**config.mk**
```make
export PLATFORM = sky130hd
export DESIGN_NAME = pipe_stage_ctrl
export DESIGN_NICKNAME = d
export VERILOG_FILES = /design/src/rtl/pipe_stage_ctrl.sv
export SDC_FILE = /design/constraint.sdc
export NUM_CORES = 1
export LEC_CHECK = 0
export CORE_MARGIN = 1.5
export CORE_UTILIZATION = 45
export DETAILED_ROUTE_END_ITERATION = 16
export PLACE_DENSITY = 0.76
export RECOVER_POWER = 50
export SETUP_SLACK_MARGIN = 0.3
export SLEW_MARGIN = 20
export SYNTH_ARGS = -nofsm -noshare
export SYNTH_HDL_FRONTEND = slang
export SYNTH_SLANG_ARGS = --single-unit
```
**constraint.sdc**
```tcl
create_clock -name clk -period 2.43 [get_ports clk]
set_input_delay 0.3645 -clock clk [delete_from_list [all_inputs] [get_ports clk]]
set_output_delay 0.3645 -clock clk [all_outputs]
set_load 0.01 [all_outputs]
```
**src/rtl/pipe_stage_ctrl.sv**
```systemverilog
// Hazard/stall controller for a 5-stage in-order pipeline: derives PC and pipeline-register enables, stage valids and perf counters.
// Enables and mem_req are combinational from current valids; valids/counters update on the next edge; a memory hold freezes everything upstream of MEM/WB.
module pipe_stage_ctrl #(
  parameter int CNT_W  = 16,
  parameter int ZR_IDX = 31
) (
  input  logic             clk,
  input  logic             rst_n,
  input  logic             fetch_valid,
  input  logic [4:0]       id_rs1,
  input  logic [4:0]       id_rs2,
  input  logic             id_use1,
  input  logic             id_use2,
  input  logic             ex_is_load,
  input  logic [4:0]       ex_rd,
  input  logic             mem_is_access,
  input  logic             mem_ready,
  input  logic             branch_taken,
  output logic             pc_write,
  output logic             en_ifid,
  output logic             en_idex,
  output logic             en_exmem,
  output logic             en_memwb,
  output logic             v_id,
  output logic             v_ex,
  output logic             v_mem,
  output logic             v_wb,
  output logic             mem_req,
  output logic [CNT_W-1:0] stall_cnt,
  output logic [CNT_W-1:0] flush_cnt
);

  typedef enum logic [1:0] {RUN = 2'd0, MEM_WAIT = 2'd1, FLUSH = 2'd2} state_t;

  localparam logic [4:0] ZR = ZR_IDX[4:0];

  state_t           r_state;
  logic             r_v_id, r_v_ex, r_v_mem, r_v_wb;
  logic [CNT_W-1:0] r_stall_cnt, r_flush_cnt;
  logic             w_mh, w_br, w_lu, w_stall;

  assign w_mh = r_v_mem & mem_is_access & ~mem_ready;
  assign w_br = r_v_mem & branch_taken & ~w_mh;
  assign w_lu = r_v_ex & ex_is_load & r_v_id & (ex_rd != ZR) &
                ((id_use1 & (id_rs1 == ex_rd)) | (id_use2 & (id_rs2 == ex_rd)));
  // A branch squashes the dependent ID instruction, so load-use only stalls when no branch wins.
  assign w_stall = w_mh | (w_lu & ~w_br);

  assign pc_write = rst_n & ~w_stall;
  assign en_ifid  = rst_n & ~w_stall;
  assign en_idex  = rst_n & ~w_mh;
  assign en_exmem = rst_n & ~w_mh;
  assign en_memwb = rst_n;
  assign mem_req  = rst_n & r_v_mem & mem_is_access & (r_state != FLUSH);

  assign v_id      = r_v_id;
  assign v_ex      = r_v_ex;
  assign v_mem     = r_v_mem;
  assign v_wb      = r_v_wb;
  assign stall_cnt = r_stall_cnt;
  assign flush_cnt = r_flush_cnt;

  always_ff @(posedge clk or negedge rst_n) begin
    if (!rst_n) begin
      r_state     <= RUN;
      r_v_id      <= 1'b0;
      r_v_ex      <= 1'b0;
      r_v_mem     <= 1'b0;
      r_v_wb      <= 1'b0;
      r_stall_cnt <= '0;
      r_flush_cnt <= '0;
    end else begin
      if (w_mh) begin
        r_v_wb  <= 1'b0;
        r_state <= MEM_WAIT;
      end else if (w_br) begin
        r_v_id  <= 1'b0;
        r_v_ex  <= 1'b0;
        r_v_mem <= 1'b0;
        r_v_wb  <= 1'b1;
        r_state <= FLUSH;
      end else if (w_lu) begin
        r_v_ex  <= 1'b0;
        r_v_mem <= r_v_ex;
        r_v_wb  <= r_v_mem;
        r_state <= RUN;
      end else begin
        // The fetch slot behind a taken branch is wrong-path, so it is discarded for one cycle.
        r_v_id  <= fetch_valid & (r_state != FLUSH);
        r_v_ex  <= r_v_id;
        r_v_mem <= r_v_ex;
        r_v_wb  <= r_v_mem;
        r_state <= RUN;
      end
      if (w_stall && (r_stall_cnt != '1)) r_stall_cnt <= r_stall_cnt + 1'b1;
      if (w_br && (r_flush_cnt != '1))    r_flush_cnt <= r_flush_cnt + 1'b1;
    end
  end

endmodule

```
==> results of run 1 <==
[layer usage]
| layer | vias up | global-route usage | share of wire |
|---|---|---|---|
| li1 | 801 | - | - |
| met5 | - | 0 | 0 |
| met4 | 0 | 0.07750 | 0.016 |
| met1 | 804 | 0.2468 | 0.42 |
| met3 | 6 | 0.05357 | 0.077 |
| met2 | 53 | 0.3654 | 0.49 |
[worst max-delay path: cells and delay by family]
| family | cells | cell delay (ns) |
|---|---|---|
| AND/OR/NAND/NOR | 1 | 0.15 |
| XOR/XNOR | 1 | 0.15 |
| AO/OA/AOI/OAI | 3 | 0.61 |
| buffers and inverters | 2 | 0.42 |
[power by group through the flow]
stage                     registers (mW)  logic, mW  clock network [mW]
after floorplan                    0.841      0.183                   0
after global placement             0.818      0.482                   0
after detailed placement           0.822      0.492                   0
after CTS                          0.813      0.489               0.446
after global routing               0.823      0.540               0.477
final                              0.812      0.495               0.429
[flip-flops by register name (all words and copies together), names as in the netlist]
register,cells
flush_cnt,16
stall_cnt,16
r_state,2
v_ex,1
v_id,1
v_mem,1
v_wb,1
[placed cells by master (no fill, tap or decap), types with 2 or more instances in the layout]
cell type,synthesis,routed
and4_1,2,2
nand3_1,13,13
dlygate4sd2_1,0,16
dlygate4sd3_1,0,19
xnor2_1,22,22
nor4_2,3,3
ha_1,2,2
nand2b_1,2,2
nand4_1,9,9
mux2_2,3,3
buf_4,3,14
clkbuf_1,0,3
buf_2,2,2
xor2_1,17,17
o21a_1,2,2
and2_1,3,3
clkdlybuf4s50_1,0,27
nor2_1,11,11
nor3_1,9,8
nor4_1,2,2
nand2_1,18,17
clkbuf_8,0,6
inv_1,6,6
dfrtp_1,38,38
[what timing repair did]
item                                   4_1_cts  5_1_grt
pin swaps                                   14        8
setup buffers                                3        2
endpoints found under the hold margin        8        0
setup endpoints to repair                    6       11
resized for setup                           26        4
hold buffers                                 1        0
[area by class of cell]
class | instances | area share
clock buffers | 6 | 0.02957
repair buffers | 83 | 0.2666
flip-flops and latches | 38 | 0.3405
multi-input cells | 134 | 0.3329
well taps | 50 | 0.02240
inverters | 6 | 0.008065
[final timing paths]
check | startpoint | to | slack, ns
min in group clk | flush_cnt[7] | flush_cnt[7] | 0.48
max in group asynchronous | rst_n | v_wb | 1.33
worst min-delay path | rst_n | flush_cnt[5] | 0.48
worst max-delay path | ex_rd[4] | en_ifid | 0.37
worst max register to register | stall_cnt[0] | stall_cnt[13] | 0.38
worst min register to register | flush_cnt[7] | flush_cnt[7] | 0.48
[stage by stage]
step	TNS [ns]	instance area, um^2
after global routing	0	2793
after global placement	-0.3961	2688
final	0	2793
after detailed placement	-0.5161	2688
after CTS	0	2776
after floorplan	0	1933
[cell families (layout without fill, tap and decap cells)]
group           after synthesis  after routing  synth area share
compound gates               12             12           0.04984
xor+xnor                     39             39            0.1767
fa+ha+maj                     2              2           0.01294
buf+inv                      12             95           0.03430
flops                        38             38            0.4919
mux                           3              3           0.01747
simple gates                 78             78            0.2168
==> results.cfg, run 1 <==
[run_status]
status = finished clean

[clock_tree]
cts_sinks = 38
cts.clk_slew.worst_paths_ns = 0.07
cts_buffers = 5
htreeDepth = 2
clockBufferDepth = 2
cts_tree = built
root_buffer = clkbuf_8
clk_latency_ns = 0.29

[finish]
num_antenna_cells = 0
stdcell_count = 317
fill_cells = 346
multi_input_area_um2 = 929.6
final_util = 0.6883
nets = 294
register_area_um2 = 950.9
area_delta_synth_final_pct = 44.47
drive_gt1_frac = 0.1348

[timing]
rsz0062_at_grt = no
maxSlewViolCount = 0
clock_skew_ns = 0.006218
final.setup.worst_slack_ns = 0.3745
fin_crit_sh = 0.8459
max_freq_ghz = 0.4865
max_slew_margin = 0.4406
worstMarginPinSlew_ns = 0.8391
finalCriticalPeriod_ns = 2.055
final-hold-violation-count = 0
holdWs_ns = 0.4757
setup_viol = 0

[synthesis]
synth_area_leaders = dfrtp_1, xnor2_1, xor2_1
synthesis.nets = 210
ys_warn_count = 0
synth_edf_count = 0
yosys.area.top_type = dfrtp_1
synth_most_common_cell = dfrtp_1
ys_top_cells_by_count = dfrtp_1, xnor2_1, nand2_1, xor2_1, nand3_1
ys.flop_type = dfrtp_1
syn-cell-area_um2 = 1933
synthDominantCellAreaShare = 0.4919
syn_area_per_cell_um2 = 10.51
netlist_instances = 184
synth_cell_type_count = 36
ys_async_sr_fraction = 1.000
ys_ff_latch = 38
ys_seq_area_frac = 0.4919

[worst_setup_path]
cpMostUsedCell = o21a_1
critPathSlowestCell = dlygate4sd2_1
crit_path_end_kind = output port
cp-start-kind = input pin
crit_arrival_ns = 1.69
cp_cell_sequence = dlygate4sd2_1 -> xnor2_1 -> nand4_1 -> o22a_1 -> o21a_1 -> o21a_1 -> buf_2
critPathMaxFanout = 3
path_class = input pin to output port
crit_required_ns = 2.07
max_stage_delay_ns = 0.27
ff2ff_path_depth = 7

[route]
vias_per_cell = 5.249
drc_errors = 0
drtAntennaViolNets = 0
first_pass_iters = 4
vias = 1664
wl_per_cell_um = 14.41
drt-initial-drc-count = 44
postRouteWirelength_um = 4568

[min_path]
min_path_type = input pin to async pin

[place]
place_ws_ns = -0.2472
placedCellCount = 305
place.gp.congestion = 0.7850
io_buffers = 65
dp_hpwl_um = 3374

[floorplanning]
dieWidth_um = 68.54
core_um2 = 4058
die_h_um = 68.54
die_area_um2 = 4698
rows = 23
ios = 66
initial_core_util = 0.4764

[grt]
gr-total-overflow = 0
grt_pass1_wl_um = 7155
grt_max_degree = 17
gr-usage-all-layers = 0.2093
antenna_found_initial = 0
grt_pass1_vias = 1614

[power_and_ir_drop]
worst_ir_drop_vdd_v = 0.0004479
p_comb_frac = 0.285
p_sw_mw = 0.5218
p_int_mw = 1.215
finalPower_mw = 1.737
p_per_area_nw_per_um2 = 621.8
switching_share = 0.3005
pwr-share-seq = 0.467
pwr-share-clk = 0.247
leakage_nw = 1.281

[job]
max-cap-violations = 0
Power figures use the tool's default switching activity.
==> run 2: changes to the inputs <==
--- a/config.mk
+++ b/config.mk
@@ -6,9 +6,9 @@
 export NUM_CORES = 1
 export LEC_CHECK = 0
 export CORE_MARGIN = 1.5
-export CORE_UTILIZATION = 45
+export CORE_UTILIZATION = 41
 export DETAILED_ROUTE_END_ITERATION = 16
-export PLACE_DENSITY = 0.76
+export PLACE_DENSITY = 0.73
 export RECOVER_POWER = 50
 export SETUP_SLACK_MARGIN = 0.3
 export SLEW_MARGIN = 20
==> constraint.sdc (replaced) <==
create_clock -name clk -period 1.7 [get_ports clk]
set_input_delay 0.255 -clock clk [delete_from_list [all_inputs] [get_ports clk]]
set_output_delay 0.255 -clock clk [all_outputs]
set_load 0.01 [all_outputs]
==> results.cfg, run 2 (synthesis results as in run 1) <==
[finish]
final_util = 0.8429
register_area_um2 = 957.2
postLayoutCellArea_um2 = 3746
area_delta_synth_final_pct = 93.79
num_antenna_cells = 0
final_cell_mix = buf_4, dfrtp_1, dlygate4sd2_1
multi_input_area_um2 = 1281
drive_gt1_frac = 0.5074
nets = 364
layout_commonest_cell = buf_4
stdcell_count = 391
fill_cells = 251

[worst_setup_path]
cp_cell_sequence = ha_4 -> and2_4 -> nor2b_4 -> a211o_1 -> or2_4 -> nor4_4 -> xor2_1
critPathSlowestCell = dfrtp_2
max_stage_delay_ns = 0.44
critPathMaxFanout = 3
crit_path_end_kind = flop
cp-start-kind = flop
worstSetupStartpoint = stall_cnt[0]
crit_required_ns = 1.92
path_class = flop to flop
reg2reg_from = stall_cnt[0]
crit_arrival_ns = 2.02

[grt]
gr-total-overflow = 0
antenna_found_initial = 0
grt_pass1_vias = 1997
grt_max_degree = 12
gr-usage-all-layers = 0.2406
grt_pass1_wl_um = 9508

[clock_tree]
cts.clk_slew.worst_paths_ns = 0.07
cts_tree = built
root_buffer = clkbuf_8
htreeDepth = 2
clk_latency_ns = 0.29
cts_buffers = 5
clockBufferDepth = 2
cts_sinks = 38

[timing]
holdWs_ns = 0.3068
rsz0062_at_grt = yes
max_slew_margin = 0.6008
setup_tns_ns = -0.7065
clock_skew_ns = 0.005654
fin_crit_sh = 1.062
maxSlewViolCount = 0
worstMarginPinSlew_ns = 0.5989
final.setup.worst_slack_ns = -0.1057
max_freq_ghz = 0.5538
final-hold-violation-count = 0
setup_viol = 17
finalCriticalPeriod_ns = 1.806

[power_and_ir_drop]
p_comb_frac = 0.438
p_sw_mw = 0.9955
pwr-share-clk = 0.204
worst_ir_drop_vdd_v = 0.0007329
leakage_nw = 1.872
switching_share = 0.3179
p_per_area_nw_per_um2 = 836.0
pwr-share-seq = 0.359
p_int_mw = 2.136
finalPower_mw = 3.132

[route]
drtAntennaViolNets = 0
drc_errors = 8
wl_per_cell_um = 16.12
postRouteWirelength_um = 6304
vias_per_cell = 5.038
first_pass_iters = 10
drt-initial-drc-count = 112
vias = 1970

[floorplanning]
die_h_um = 71.67
initial_core_util = 0.4350
ios = 66
core_um2 = 4444
rows = 24
die_area_um2 = 5136
dieWidth_um = 71.67

[place]
place.gp.congestion = 0.7954
dp_hpwl_um = 3822
placedCellCount = 352
io_buffers = 65
place_ws_ns = -0.7578
place_area_um2 = 3167

[run_status]
violations = design-rule violations, negative setup slack
status = complete, but fails checks

[job]
max-cap-violations = 0

[min_path]
min_path_type = input pin to async pin
run 2: final timing paths:
| kind | to | slack [ns] | cells after the start |
|---|---|---|---|
| max in group asynchronous | r_state[1] | 0.77 | 2 |
| worst min register to register | flush_cnt[7] | 0.49 | 1 |
| worst min-delay path | r_state[0] | 0.31 | 2 |
| min in group clk | flush_cnt[7] | 0.49 | 1 |
| worst max register to register | stall_cnt[15] | -0.11 | 7 |
| worst max-delay path | stall_cnt[15] | -0.11 | 7 |
run 2: area by class of cell:
| class | instances | share of cell area |
|---|---|---|
| flip-flops and latches | 38 | 0.2555 |
| clock inverters | 1 | 0.001336 |
| clock buffers | 7 | 0.02305 |
| repair buffers | 153 | 0.3540 |
| inverters | 6 | 0.006680 |
| well taps | 52 | 0.01737 |
| multi-input cells | 134 | 0.3420 |
run 2: critical path: cells and delay by family (launching register included):
kind            cells  cell delay, ns
simple gates        4            0.68
fa+ha+maj           1            0.17
flops               1            0.44
compound gates      1            0.27
xor+xnor            1            0.16
run 2: metal layers:
metal  global-route usage  share of wire  vias to the layer above
li1                     -              -                      942
met5                    0              0                        -
met2               0.4249           0.54                       68
met3              0.04782          0.061                       13
met4              0.07966          0.019                        0
met1               0.2935           0.38                      947
run 2: timing repair:
item | in CTS | in global routing
hold buffers | 1 | 0
gates resized for setup | 184 | 37
pin swaps | 36 | 18
setup buffers | 19 | 10
endpoints found under the hold margin | 2 | 0
gates cloned | 0 | 1
endpoints found under the setup margin | 74 | 48
run 2: power by group through the flow:
stage	combinational (mW)	clock (mW)	sequential (mW)
2_1_floorplan	0.319	0	1.23
3_5_place_dp	1.09	0	1.12
6_report	1.37	0.638	1.12
4_1_cts	1.22	0.651	1.11
5_1_grt	1.45	0.702	1.14
3_3_place_gp	1.07	0	1.11
==> run 3: changes to the inputs <==
--- a/config.mk
+++ b/config.mk
@@ -7,6 +7,7 @@
 export LEC_CHECK = 0
 export CORE_MARGIN = 1.5
 export CORE_UTILIZATION = 41
+export CTS_CLUSTER_DIAMETER = 60
 export DETAILED_ROUTE_END_ITERATION = 16
 export PLACE_DENSITY = 0.73
 export RECOVER_POWER = 50
==> results of run 3 <==
Same layout as run 2: the final DEF is identical, and so are final timing and power.
